$ cat config.mk
export PLATFORM = sky130hd
export DESIGN_NAME = megaram_mem_arb
export DESIGN_NICKNAME = d
export VERILOG_FILES = /design/src/rtl/megaram_pkg.sv /design/src/rtl/megaram_arb_timer.sv /design/src/rtl/megaram_mem_arb.sv
export SDC_FILE = /design/constraint.sdc
export NUM_CORES = 1
export LEC_CHECK = 0
export CAP_MARGIN = 20
export CORE_MARGIN = 2
export CORE_UTILIZATION = 45
export DETAILED_ROUTE_END_ITERATION = 6
export GPL_ROUTABILITY_DRIVEN = 0
export PLACE_DENSITY = 0.83
export SLEW_MARGIN = 15
export SYNTH_ARGS = -nofsm -noshare
export SYNTH_HDL_FRONTEND = slang
export SYNTH_SLANG_ARGS = --single-unit
$ cat constraint.sdc
create_clock -name clk_27m -period 2.3 [get_ports clk_27m]
set_input_delay 0.345 -clock clk_27m [delete_from_list [all_inputs] [get_ports clk_27m]]
set_output_delay 0.345 -clock clk_27m [all_outputs]
set_load 0.01 [all_outputs]
$ cat src/rtl/megaram_pkg.sv
// rtl/megaram_pkg.sv - shared types and constants for the megaram memory arbiter
package megaram_pkg;

  localparam int ADDR_W = 21;
  localparam int DATA_W = 8;

  // Read data returned to the owner of an access that never got mem_ack
  localparam logic [DATA_W-1:0] TIMEOUT_RDATA = 8'hFF;

  typedef enum logic [1:0] {
    ST_IDLE     = 2'd0,
    ST_CPU_BUSY = 2'd1,
    ST_DMA_BUSY = 2'd2
  } arb_state_e;

endpackage

$ cat src/rtl/megaram_arb_timer.sv
// rtl/megaram_arb_timer.sv - grant timeout counter for the megaram arbiter
module megaram_arb_timer #(
  parameter int MEM_TIMEOUT = 63
) (
  input  logic clk_i,
  input  logic rst_i,
  input  logic clear_i,
  input  logic run_i,
  output logic expired_o
);

  localparam int CNT_W = $clog2(MEM_TIMEOUT + 1);
  localparam logic [CNT_W-1:0] CNT_MAX  = CNT_W'(MEM_TIMEOUT);
  localparam logic [CNT_W-1:0] CNT_LAST = CNT_W'(MEM_TIMEOUT - 1);

  logic [CNT_W-1:0] cnt_q, cnt_d;

  // Expires on the edge that would bring the count to MEM_TIMEOUT
  assign expired_o = run_i && (cnt_q == CNT_LAST);

  // Count cycles with mem_req high; clear on every new grant, saturate at the limit
  always_comb begin
    cnt_d = cnt_q;
    if (clear_i) begin
      cnt_d = '0;
    end else if (run_i && (cnt_q != CNT_MAX)) begin
      cnt_d = cnt_q + 1'b1;
    end
  end

  // Counter register
  always_ff @(posedge clk_i) begin
    if (rst_i) begin
      cnt_q <= '0;
    end else begin
      cnt_q <= cnt_d;
    end
  end

endmodule

$ cat src/rtl/megaram_mem_arb.sv
// rtl/megaram_mem_arb.sv - CPU/DMA megaram arbiter; DMA port enabled by MEGARAM_DMA_PORT_EN
module megaram_mem_arb
  import megaram_pkg::*;
#(
  parameter int DMA_MAX_WAIT = 8,
  parameter int MEM_TIMEOUT  = 63
) (
  input  logic              clk_27m,
  input  logic              bus_reset,
  input  logic              cpu_req,
  input  logic              cpu_wrt,
  input  logic [ADDR_W-1:0] cpu_addr,
  input  logic [DATA_W-1:0] cpu_wdata,
  output logic [DATA_W-1:0] cpu_rdata,
  output logic              cpu_ack,
  input  logic              dma_req,
  input  logic              dma_wrt,
  input  logic [ADDR_W-1:0] dma_addr,
  input  logic [DATA_W-1:0] dma_wdata,
  output logic [DATA_W-1:0] dma_rdata,
  output logic              dma_ack,
  output logic              mem_req,
  output logic              mem_wrt,
  output logic [ADDR_W-1:0] mem_addr,
  output logic [DATA_W-1:0] mem_wdata,
  input  logic [DATA_W-1:0] mem_rdata,
  input  logic              mem_ack,
  output logic              timeout_err
);

  localparam int WAIT_W = (DMA_MAX_WAIT > 0) ? $clog2(DMA_MAX_WAIT + 1) : 1;
  localparam logic [WAIT_W-1:0] WAIT_MAX = WAIT_W'(DMA_MAX_WAIT);

  arb_state_e        state_q, state_d;
  logic              cpu_pend_q, cpu_pend_d;
  logic              cpu_wrt_q, cpu_wrt_d;
  logic [ADDR_W-1:0] cpu_addr_q, cpu_addr_d;
  logic [DATA_W-1:0] cpu_wdata_q, cpu_wdata_d;
  logic [WAIT_W-1:0] dma_wait_q, dma_wait_d;
  logic              mem_req_q, mem_req_d;
  logic              mem_wrt_q, mem_wrt_d;
  logic [ADDR_W-1:0] mem_addr_q, mem_addr_d;
  logic [DATA_W-1:0] mem_wdata_q, mem_wdata_d;
  logic [DATA_W-1:0] cpu_rdata_q, cpu_rdata_d;
  logic [DATA_W-1:0] dma_rdata_q, dma_rdata_d;
  logic              cpu_ack_q, cpu_ack_d;
  logic              dma_ack_q, dma_ack_d;
  logic              timeout_err_q, timeout_err_d;

  logic dma_req_eff;
  logic dma_starved;
  logic cpu_cap;
  logic cpu_wins;
  logic cpu_hold;
  logic grant;
  logic tmr_expired;

`ifdef MEGARAM_DMA_PORT_EN
  assign dma_req_eff = dma_req;
`else
  logic dma_req_unused;
  assign dma_req_unused = dma_req;
  assign dma_req_eff    = 1'b0;
`endif

  // cpu_pend_q stays set until the CPU access completes, so it also covers "CPU owns an access"
  assign cpu_cap     = cpu_req && !cpu_pend_q;
  assign dma_starved = (dma_wait_q >= WAIT_MAX);
  assign cpu_wins    = cpu_pend_q && (!dma_req_eff || !dma_starved);
  // A CPU pulse being captured this cycle already outranks an unstarved DMA request
  assign cpu_hold    = cpu_cap && !dma_starved;

  megaram_arb_timer #(
    .MEM_TIMEOUT(MEM_TIMEOUT)
  ) u_timer (
    .clk_i    (clk_27m),
    .rst_i    (bus_reset),
    .clear_i  (grant),
    .run_i    (mem_req_q),
    .expired_o(tmr_expired)
  );

  // Next state: CPU capture, arbitration in IDLE, completion or abort in the BUSY states
  always_comb begin
    state_d       = state_q;
    cpu_pend_d    = cpu_pend_q;
    cpu_wrt_d     = cpu_wrt_q;
    cpu_addr_d    = cpu_addr_q;
    cpu_wdata_d   = cpu_wdata_q;
    dma_wait_d    = dma_wait_q;
    mem_req_d     = mem_req_q;
    mem_wrt_d     = mem_wrt_q;
    mem_addr_d    = mem_addr_q;
    mem_wdata_d   = mem_wdata_q;
    cpu_rdata_d   = cpu_rdata_q;
    dma_rdata_d   = dma_rdata_q;
    timeout_err_d = timeout_err_q;
    cpu_ack_d     = 1'b0;
    dma_ack_d     = 1'b0;
    grant         = 1'b0;

    if (cpu_cap) begin
      cpu_pend_d  = 1'b1;
      cpu_wrt_d   = cpu_wrt;
      cpu_addr_d  = cpu_addr;
      cpu_wdata_d = cpu_wdata;
    end

    case (state_q)
      ST_IDLE: begin
        if (cpu_wins) begin
          state_d     = ST_CPU_BUSY;
          grant       = 1'b1;
          mem_req_d   = 1'b1;
          mem_wrt_d   = cpu_wrt_q;
          mem_addr_d  = cpu_addr_q;
          mem_wdata_d = cpu_wdata_q;
          if (dma_req_eff) begin
            dma_wait_d = dma_wait_q + 1'b1;
          end
        end else if (dma_req_eff && !cpu_hold) begin
          state_d     = ST_DMA_BUSY;
          grant       = 1'b1;
          mem_req_d   = 1'b1;
          mem_wrt_d   = dma_wrt;
          mem_addr_d  = dma_addr;
          mem_wdata_d = dma_wdata;
          dma_wait_d  = '0;
        end
      end
      ST_CPU_BUSY: begin
        if (mem_ack || tmr_expired) begin
          state_d    = ST_IDLE;
          cpu_ack_d  = 1'b1;
          cpu_pend_d = 1'b0;
          mem_req_d  = 1'b0;
          mem_wrt_d  = 1'b0;
          if (mem_ack) begin
            if (!mem_wrt_q) begin
              cpu_rdata_d = mem_rdata;
            end
          end else begin
            cpu_rdata_d   = TIMEOUT_RDATA;
            timeout_err_d = 1'b1;
          end
        end
      end
      ST_DMA_BUSY: begin
        if (mem_ack || tmr_expired) begin
          state_d   = ST_IDLE;
          dma_ack_d = 1'b1;
          mem_req_d = 1'b0;
          mem_wrt_d = 1'b0;
          if (mem_ack) begin
            if (!mem_wrt_q) begin
              dma_rdata_d = mem_rdata;
            end
          end else begin
            dma_rdata_d   = TIMEOUT_RDATA;
            timeout_err_d = 1'b1;
          end
        end
      end
      default: begin
        state_d = ST_IDLE;
      end
    endcase
  end

  // State and output registers; reset abandons any in-flight access without an ack
  always_ff @(posedge clk_27m) begin
    if (bus_reset) begin
      state_q       <= ST_IDLE;
      cpu_pend_q    <= 1'b0;
      cpu_wrt_q     <= 1'b0;
      cpu_addr_q    <= '0;
      cpu_wdata_q   <= '0;
      dma_wait_q    <= '0;
      mem_req_q     <= 1'b0;
      mem_wrt_q     <= 1'b0;
      mem_addr_q    <= '0;
      mem_wdata_q   <= '0;
      cpu_rdata_q   <= '0;
      dma_rdata_q   <= '0;
      cpu_ack_q     <= 1'b0;
      dma_ack_q     <= 1'b0;
      timeout_err_q <= 1'b0;
    end else begin
      state_q       <= state_d;
      cpu_pend_q    <= cpu_pend_d;
      cpu_wrt_q     <= cpu_wrt_d;
      cpu_addr_q    <= cpu_addr_d;
      cpu_wdata_q   <= cpu_wdata_d;
      dma_wait_q    <= dma_wait_d;
      mem_req_q     <= mem_req_d;
      mem_wrt_q     <= mem_wrt_d;
      mem_addr_q    <= mem_addr_d;
      mem_wdata_q   <= mem_wdata_d;
      cpu_rdata_q   <= cpu_rdata_d;
      dma_rdata_q   <= dma_rdata_d;
      cpu_ack_q     <= cpu_ack_d;
      dma_ack_q     <= dma_ack_d;
      timeout_err_q <= timeout_err_d;
    end
  end

  assign cpu_rdata   = cpu_rdata_q;
  assign cpu_ack     = cpu_ack_q;
  assign dma_rdata   = dma_rdata_q;
  assign dma_ack     = dma_ack_q;
  assign mem_req     = mem_req_q;
  assign mem_wrt     = mem_wrt_q;
  assign mem_addr    = mem_addr_q;
  assign mem_wdata   = mem_wdata_q;
  assign timeout_err = timeout_err_q;

endmodule

Word level (Yosys, flattened, before mapping)
Index checks and enable logic that the tools add are counted.
- add/sub/neg operators: 1
- equality and inequality tests: 7
- muxes and demuxes: 16
- bitwise gates (word level): 3
- reductions and logical operators: 17
- operators by type and width (operator ; number):
    $mux W8 ; 2
    $reduce_and A3 Y1 ; 4
    $mux W1 ; 9
    $reduce_or A2 Y1 ; 4
    $add A6 B1 Y6 const B ; 1
    $eq A6 B6 Y1 const B ; 1
    $ne A6 B6 Y1 const B ; 1
    $mux W2 ; 2
    $ne A2 B2 Y1 const B ; 2
    $pmux W1 S2 ; 2
    $pmux W2 S2 ; 1
    $reduce_and A2 Y1 ; 2
    $logic_and A1 B1 Y1 ; 3
    $not A1 Y1 ; 3
    $eq A2 B1 Y1 const B ; 1
    $eq A2 B2 Y1 const B ; 1
    $logic_not A2 Y1 ; 1
    $ne A2 B1 Y1 const B ; 1
    $reduce_bool A2 Y1 ; 1
    $logic_not A1 Y1 ; 1
    $logic_or A1 B1 Y1 ; 1
- register bits: 89
- output and inout bits: 50
- word-level logic and storage cells: 59

Depth between registers and ports, before layout
Gate-level depths: netlist of the first run.
- depth after elaboration: 5
- gate-level depth with buffers: 6
- depth with buffers taken out: 5

Modules after synthesis
Synthesis of the first run repeated with hierarchy kept, for this count alone.
- cells, all modules: 361
- area, all modules: 2916.5 um^2
- by module, submodules not included (module ; times used ; cells an instance ; area an instance (um^2) ; sequential area each (um^2)):
    megaram_mem_arb ; 1 ; 322 ; 2587.5 ; 1441.4
    megaram_arb_timer ; 1 ; 39 ; 329.1 ; 120.1

Least setup slack after synthesis of the first run
OpenSTA, ideal clock, no wires.
- path type: register to register
- from: reg u_timer.cnt_q[0]
- to: reg cpu_rdata_q[0], in the netlist cpu_rdata[0]
- setup time: 86 ps
- data arrival time: 1166 ps
- path slack: 1048 ps
- stages on the path, launching flop included: 7
- path buffers: 1
- period minus slack after synthesis: 1252 ps
- cell sequence: dfxtp_1 -> inv_1 -> ha_1 -> nand3_1 -> o21a_1 -> buf_6 -> a221oi_2
- cells in the longest elaborated chain, start to end: 4
- ends and longest elaborated chain (item ; RTL line ; source):
    start: declaration ; megaram_arb_timer.sv:16 ; logic [CNT_W-1:0] cnt_q, cnt_d;
    start signal: assignment ; megaram_arb_timer.sv:36 ; cnt_q <= cnt_d;
    $eq A6 B6 Y1 ; megaram_arb_timer.sv:19 ; assign expired_o = run_i && (cnt_q == CNT_LAST);
    $logic_and A1 B1 Y1 ; megaram_arb_timer.sv:19 ;
    $logic_or A1 B1 Y1 ; megaram_mem_arb.sv:132 ; if (mem_ack || tmr_expired) begin
    $reduce_and A3 Y1 (no line) ; n/a ;
    end signal: assignment ; megaram_mem_arb.sv:199 ; cpu_rdata_q <= cpu_rdata_d;
    end: declaration ; megaram_mem_arb.sv:44 ; logic [DATA_W-1:0] cpu_rdata_q, cpu_rdata_d;
No other way between the ends.
A chain may end at the register's enable or synchronous reset.

Final worst setup path of the first run
- from: reg mem_req_q, in the netlist mem_req
- to: out mem_req
- RTL lines (item ; RTL line ; source):
    start: declaration ; megaram_mem_arb.sv:40 ; logic mem_req_q, mem_req_d;
    start signal: assignment ; megaram_mem_arb.sv:195 ; mem_req_q <= mem_req_d;
    end: declaration ; megaram_mem_arb.sv:22 ; output logic mem_req,
No word-level cell between the ends.

==> qor.yml, run 1 <==
hold_path_depth: 2
diodes: 0
critPathSlowestCell: "clkdlybuf4s50_1"
avgSynthCellArea_sq_um: 8.33
pwr-share-seq_pct: 48.1
grt_overflow: 0
critPathMaxFanout: 16
rsz0062_at_grt: "false"
cts_resized: 0
slowest_delay_ns: 0.65
wl_um: 6760
multi_input_area_sq_um: 1260
ys.flop_type: "dfxtp_1"
io_pins: 123
hold_class: "input pin to register"
slew_viol_final: 0
rr_endpoint: "cpu_rdata[3]$_SDFFE_PP0P_"
layout.area.seq_sq_um: 1560
final_cell_mix: "nand2_1 (123), clkdlybuf4s50_1 (81), dfxtp_1 (78)"
intPower_mw: 2.31
max_freq_mhz: 506
async_flop_share_pct: 0
ant_nets: 0
worstPathArrival_ns: 1.63
combPwrFrac_pct: 11.6
synth-edff-count: 0
holdPathEnd: "cpu_ack$_SDFF_PP0_"
finalSetupViolCount: 0
synth-seq-area-share_pct: 51.3
worstMarginPinSlew_ns: 0.524
post_cts.repair.setup_buffers: 0
clockBufferDepth: 2
clk_root_buffer_cell: "clkbuf_8"
required_ns: 1.96
ir_worst_vdd_uv: 433
cpLargestDelayFamily: "buffers and inverters"
switching_share_pct: 23.6
hold_buffers: 0
leakage_nw: 1.43
max-cap-violations: 0
syn_inst: 365
drive_gt1_share_pct: 7.87
via_count: 2682
skew_ns: 0.00840
htreeDepth: 3
crit_chain: "clkdlybuf4s50_1"
ys_warn_count: 0
dr.pass1.iters: 4
p_per_area_nw_per_um2: 739
status: "finished, final reports clean"
grt_pass1_wl_um: 11200
die_w_um: 86.2
nNetsFinal: 515
finish.instance_area_sq_um: 4090
cp-end-kind: "primary output"
fill_cells: 573
die_y_um: 86.2
mostFrequentLayoutCell: "nand2_1"
wl_per_cell_um: 12.9
holdCritStartpoint: "bus_reset"
antenna_found_initial: 0
slew_headroom_pct: 65.1
portBuffers: 82
tritoncts: "yes"
finalCriticalPeriod_ns: 1.98
clkSinkCount: 78
r2r_slack_ns: 0.65
drtIter0Drc: 132
ys_ff_latch: 78
reg2regPathDepth: 3
vias_per_cell: 5.14
p_clk_share_pct: 40.3
clock_latency_ns: 0.34
core_sq_um: 6460
num_rows: 29
final_hold_viol_count: 0
grt_max_degree: 31
clkTransAtPathRegs_ns: 0.08
cts_buffers: 9
cp_num_buf_inv: 1
grt_use_total_pct: 18.7
r2r-start: "mem_req$_SDFFE_PP0P_"
p_sw_mw: 0.712
mappedNetlistArea_sq_um: 3040
netlist-cell-type-count: 35
die_area_sq_um: 7430
holdWs_ns: 0.436
start_kind: "register"
path_class: "register to primary output"
post-route-period-util_pct: 85.9
start_util_pct: 47.1
tns_ns: 0
drc: 0
grt_pass1_vias: 2460
syn_to_final_growth_pct: 34.5
dpl_cell_area_sq_um: 3850
dp_hpwl_um: 4610
==> metrics by stage <==
step	utilization (%)	setup WS (ns)	cells	total power, mW
detailed placement	59.6	0.580	506	1.84
finish	63.3	0.325	522	3.02
global route	63.3	0.243	522	3.15
floorplan	-	1.05	373	1.68
CTS	63.3	0.311	522	3.04
global placement	59.6	0.648	506	1.83
==> area by class of cell <==
type                       count  share of cell area (%)
clock buffer                  11                    3.21
clock inverter                 5                    2.60
inverter                      12                    1.10
multi-input combinational    249                    30.8
sequential                    78                    38.2
tap                           77                    2.36
timing repair buffer          90                    21.7
==> flip-flops by register name, indices dropped and copies added, names as in the netlist <==
signal and count:
cpu_addr_q 21, cpu_ack 1, cpu_wdata_q 8, cpu_wrt_q 1, mem_req 1, u_timer.cnt_q 6, cpu_pend_q 1, mem_wrt 1
cpu_rdata 8, timeout_err 1, mem_wdata 8, mem_addr 21
==> cells in the mapped netlist (all sizes together), types with 2 or more instances <==
| library cell | count | area, sq um |
|---|---|---|
| inv | 11 | 41.3 |
| nand2 | 124 | 468 |
| and4 | 2 | 17.5 |
| nand3 | 3 | 27.5 |
| a21oi | 61 | 305 |
| a31oi | 3 | 18.8 |
| o22ai | 8 | 50.1 |
| nand2b | 3 | 18.8 |
| dfxtp | 78 | 1560 |
| o21ai | 2 | 10.0 |
| buf | 15 | 106 |
| nor2 | 3 | 11.3 |
| ha | 2 | 25.0 |
| a2111oi | 2 | 20.0 |
| clkbuf | 19 | 103 |
| nor3 | 4 | 20.0 |
| nor2b | 4 | 25.0 |
| o21a | 2 | 15.0 |
| a221oi | 8 | 120 |
| or3 | 2 | 12.5 |
==> kinds of logic (layout without fill, tap and decap cells) <==
logic type / Yosys count / in the layout / synth area share, %
buf+inv: 46 / 118 / 8.35
compound gates: 89 / 89 / 18.6
other cells: 1 / 9 / 0.123
simple gates: 149 / 149 / 20.7
flops: 78 / 78 / 51.3
fa+ha+maj: 2 / 2 / 0.823
==> metal layers <==
layer | global-route usage, % | vias to the layer above | share of wire (%)
met2 | 30.7 | 76 | 48
met3 | 4.19 | 11 | 5.6
met1 | 23.8 | 1245 | 45
li1 | - | 1350 | -
met5 | 0 | - | 0
met4 | 7.95 | 0 | 1.6
==> power groups by stage <==
stage	Combinational, mW	Sequential, mW	Clock [mW]
after floorplan	0.199	1.48	0
after global placement	0.347	1.48	0
after detailed placement	0.354	1.48	0
after CTS	0.356	1.45	1.24
after global routing	0.385	1.46	1.30
final	0.352	1.45	1.22
==> worst max path at each step <==
| stage | startpoint | end | cells after the start |
|---|---|---|---|
| 2_1_floorplan | u_timer.cnt_q[0]$_SDFFE_PP0P_ | cpu_rdata[0]$_SDFFE_PP0P_ | 6 |
| 3_3_place_gp | mem_ack | cpu_rdata[0]$_SDFFE_PP0P_ | 4 |
| 3_5_place_dp | cpu_req | cpu_addr_q[16]$_SDFFE_PP0P_ | 5 |
| 4_1_cts | mem_req$_SDFFE_PP0P_ | mem_req | 1 |
| 5_1_grt | mem_req$_SDFFE_PP0P_ | mem_req | 1 |
| 6_report | mem_req$_SDFFE_PP0P_ | mem_req | 1 |
Note: power is estimated with default switching activity, not from simulation.
==> inputs of run 2 (changes only) <==
--- a/config.mk
+++ b/config.mk
@@ -6,10 +6,11 @@
 export NUM_CORES = 1
 export LEC_CHECK = 0
 export CAP_MARGIN = 20
-export CORE_MARGIN = 2
+export CORE_MARGIN = 5
 export CORE_UTILIZATION = 45
 export DETAILED_ROUTE_END_ITERATION = 6
 export GPL_ROUTABILITY_DRIVEN = 0
+export GPL_TIMING_DRIVEN = 0
 export PLACE_DENSITY = 0.83
 export SLEW_MARGIN = 15
 export SYNTH_ARGS = -nofsm -noshare
==> qor.yml, run 2 (synthesis results as in run 1) <==
cp-end-kind: "primary output"
drive_gt1_share_pct: 9.57  # +1.7 points
required_ns: 1.96  # about the same
reg2regPathDepth: 4  # +1
r2r_slack_ns: 0.87  # +0.22 ns
holdWs_ns: 0.270  # -0.166 ns
grt_max_degree: 15  # -52%
diodes: 0  # unchanged
crit_chain: "clkdlybuf4s50_1"
clk_root_buffer_cell: "clkbuf_8"
dpl_cell_area_sq_um: 3980  # +3.4%
post_cts.repair.setup_buffers: 0  # unchanged
leakage_nw: 1.50  # +4.8%
finalCriticalPeriod_ns: 1.74  # -0.239 ns
finalSetupViolCount: 0  # unchanged
fill_cells: 613  # +7.0%
status: "finished, final reports clean"
cts_resized: 0  # unchanged
wl_um: 7530  # +11%
die_w_um: 92.2  # +7.0%
power_mw: 2.95  # -2.2%
dp_hpwl_um: 5460  # +19%
drtIter0Drc: 72  # -45%
antenna_found_initial: 0  # unchanged
portBuffers: 81  # -1.2%
final_cell_mix: "nand2_1 (123), clkdlybuf4s50_1 (81), dfxtp_1 (78)"
tns_ns: 0  # unchanged
start_kind: "register"
htreeDepth: 3  # unchanged
rr_endpoint: "u_timer.cnt_q[1]$_SDFFE_PP0P_"
slew_viol_final: 0  # unchanged
cp_num_buf_inv: 1  # unchanged
num_rows: 30  # +3.4%
hold_buffers: 0  # unchanged
die_area_sq_um: 8500  # +14%
wl_per_cell_um: 13.7  # +5.7%
post-route-period-util_pct: 75.5  # -10 points
multi_input_area_sq_um: 1260  # -0.40%
worstPathArrival_ns: 1.39  # -0.24 ns
start_util_pct: 45.5  # -1.6 points
path_class: "register to primary output"
setup.worst_path.start: "mem_req$_SDFFE_PP0P_"
syn_to_final_growth_pct: 38.3
grt_pass1_wl_um: 12500  # +12%
clkTransAtPathRegs_ns: 0.08  # about the same
io_pins: 123  # unchanged
p_per_area_nw_per_um2: 702  # -4.9%
clock_latency_ns: 0.35  # about the same
vias_per_cell: 5.03  # -2.1%
rsz0062_at_grt: "false"
finish.instance_area_sq_um: 4210  # +2.8%
grt_util_met2_pct: 32.1  # +1.4 points
hold_class: "input pin to register"
grt.busiest_layer: "met2"
critPathMaxFanout: 7  # -9
slowest_delay_ns: 0.58  # -0.07 ns
dp.cells: 534  # +5.5%
max-cap-violations: 0  # unchanged
worstMarginPinSlew_ns: 0.518  # -0.00543 ns
grt_use_total_pct: 18.4  # -0.36 points
final_hold_viol_count: 0  # unchanged
met3_usage_pct: 5.66  # +1.5 points
cts_buffers: 9  # unchanged
clkSinkCount: 78  # unchanged
grt_overflow: 0  # unchanged
ant_nets: 0  # unchanged
clockBufferDepth: 2  # unchanged
skew_ns: 0.00371  # -0.00470 ns
mostFrequentLayoutCell: "nand2_1"
die_y_um: 92.2  # +7.0%
cpLargestDelayFamily: "buffers and inverters"
grt_use_met1_pct: 20.8  # -3.0 points
critical_path_depth: 1  # unchanged
r2r-start: "u_timer.cnt_q[0]$_SDFFE_PP0P_"
nNetsFinal: 540  # +4.9%
dr.pass1.iters: 4  # unchanged
grt_pass1_vias: 2689  # +9.3%
drc: 0  # unchanged
core_sq_um: 6680  # +3.4%
critPathSlowestCell: "clkdlybuf4s50_1"
via_count: 2767  # +3.2%
ir_worst_vdd_uv: 387  # -11%
crit_end: "mem_req"
layout.area.seq_sq_um: 1560  # unchanged
instances_no_fill: 550  # +5.4%
tritoncts: "yes"
slew_headroom_pct: 65.5  # +0.36 points
max_freq_mhz: 576  # +14%
-- run 2: changes by cell type in the layout (fill, tap and decap cells not counted) --
cell / delta
bufinv_16: -1
clkinv_4: +3
buf_12: -1
clkbuf_1: +13
buf_2: +3
clkbuf_2: +1
clkinv_2: +1
buf_6: +1
nor2b_2: -2
nor2b_1: +2
clkbuf_8: +3
buf_4: +3
inv_6: -1
-- run 2: how the worst min path moves through the flow --
stage / from / endpoint / cells past startpoint
after global routing: mem_ack / cpu_rdata[0]$_SDFFE_PP0P_ / 2
after floorplan: bus_reset / u_timer.cnt_q[4]$_SDFFE_PP0P_ / 1
after CTS: mem_ack / cpu_rdata[2]$_SDFFE_PP0P_ / 2
after global placement: cpu_addr_q[11]$_SDFFE_PP0P_ / mem_addr[11]$_SDFFE_PP0P_ / 2
final: mem_ack / cpu_rdata[0]$_SDFFE_PP0P_ / 2
after detailed placement: cpu_addr_q[7]$_SDFFE_PP0P_ / mem_addr[7]$_SDFFE_PP0P_ / 2
-- run 2: per-stage QoR --
step / setup WS (ns) / util (%)
floorplan: 1.05 / -
global placement: 0.531 / 59.6
detailed placement: 0.440 / 59.6
CTS: 0.547 / 62.9
global route: 0.495 / 62.9
finish: 0.564 / 62.9
-- run 2: power breakdown --
group	total, mW	switching, mW	internal [mW]
Combinational	0.379	0.192	0.187
Sequential	1.45	0.0406	1.41
Clock	1.12	0.510	0.614
-- run 2: routing by layer --
metal  up-vias  part of all wire (%)
li1       1399                     -
met1      1270                    42
met2        84                    50
met3        14                   6.9
met4         0                   1.4
met5         -                     0
-- run 2: area by class of cell --
cell class,count,share of cell area (%)
Inverter,12,1.07
Multi-Input combinational cell,249,29.9
Tap cell,80,2.38
Sequential cell,78,37.1
Clock buffer,9,2.95
Clock inverter,7,2.35
Timing Repair Buffer,81,19.3
Buffer,34,4.97
-- run 2: worst reg2reg max path: stages, from the launching register on --
cell and delay [ns]:
dfxtp_1 0.43, ha_1 0.27, nand2_1 0.14, or3_1 0.38
a31oi_1 0.16
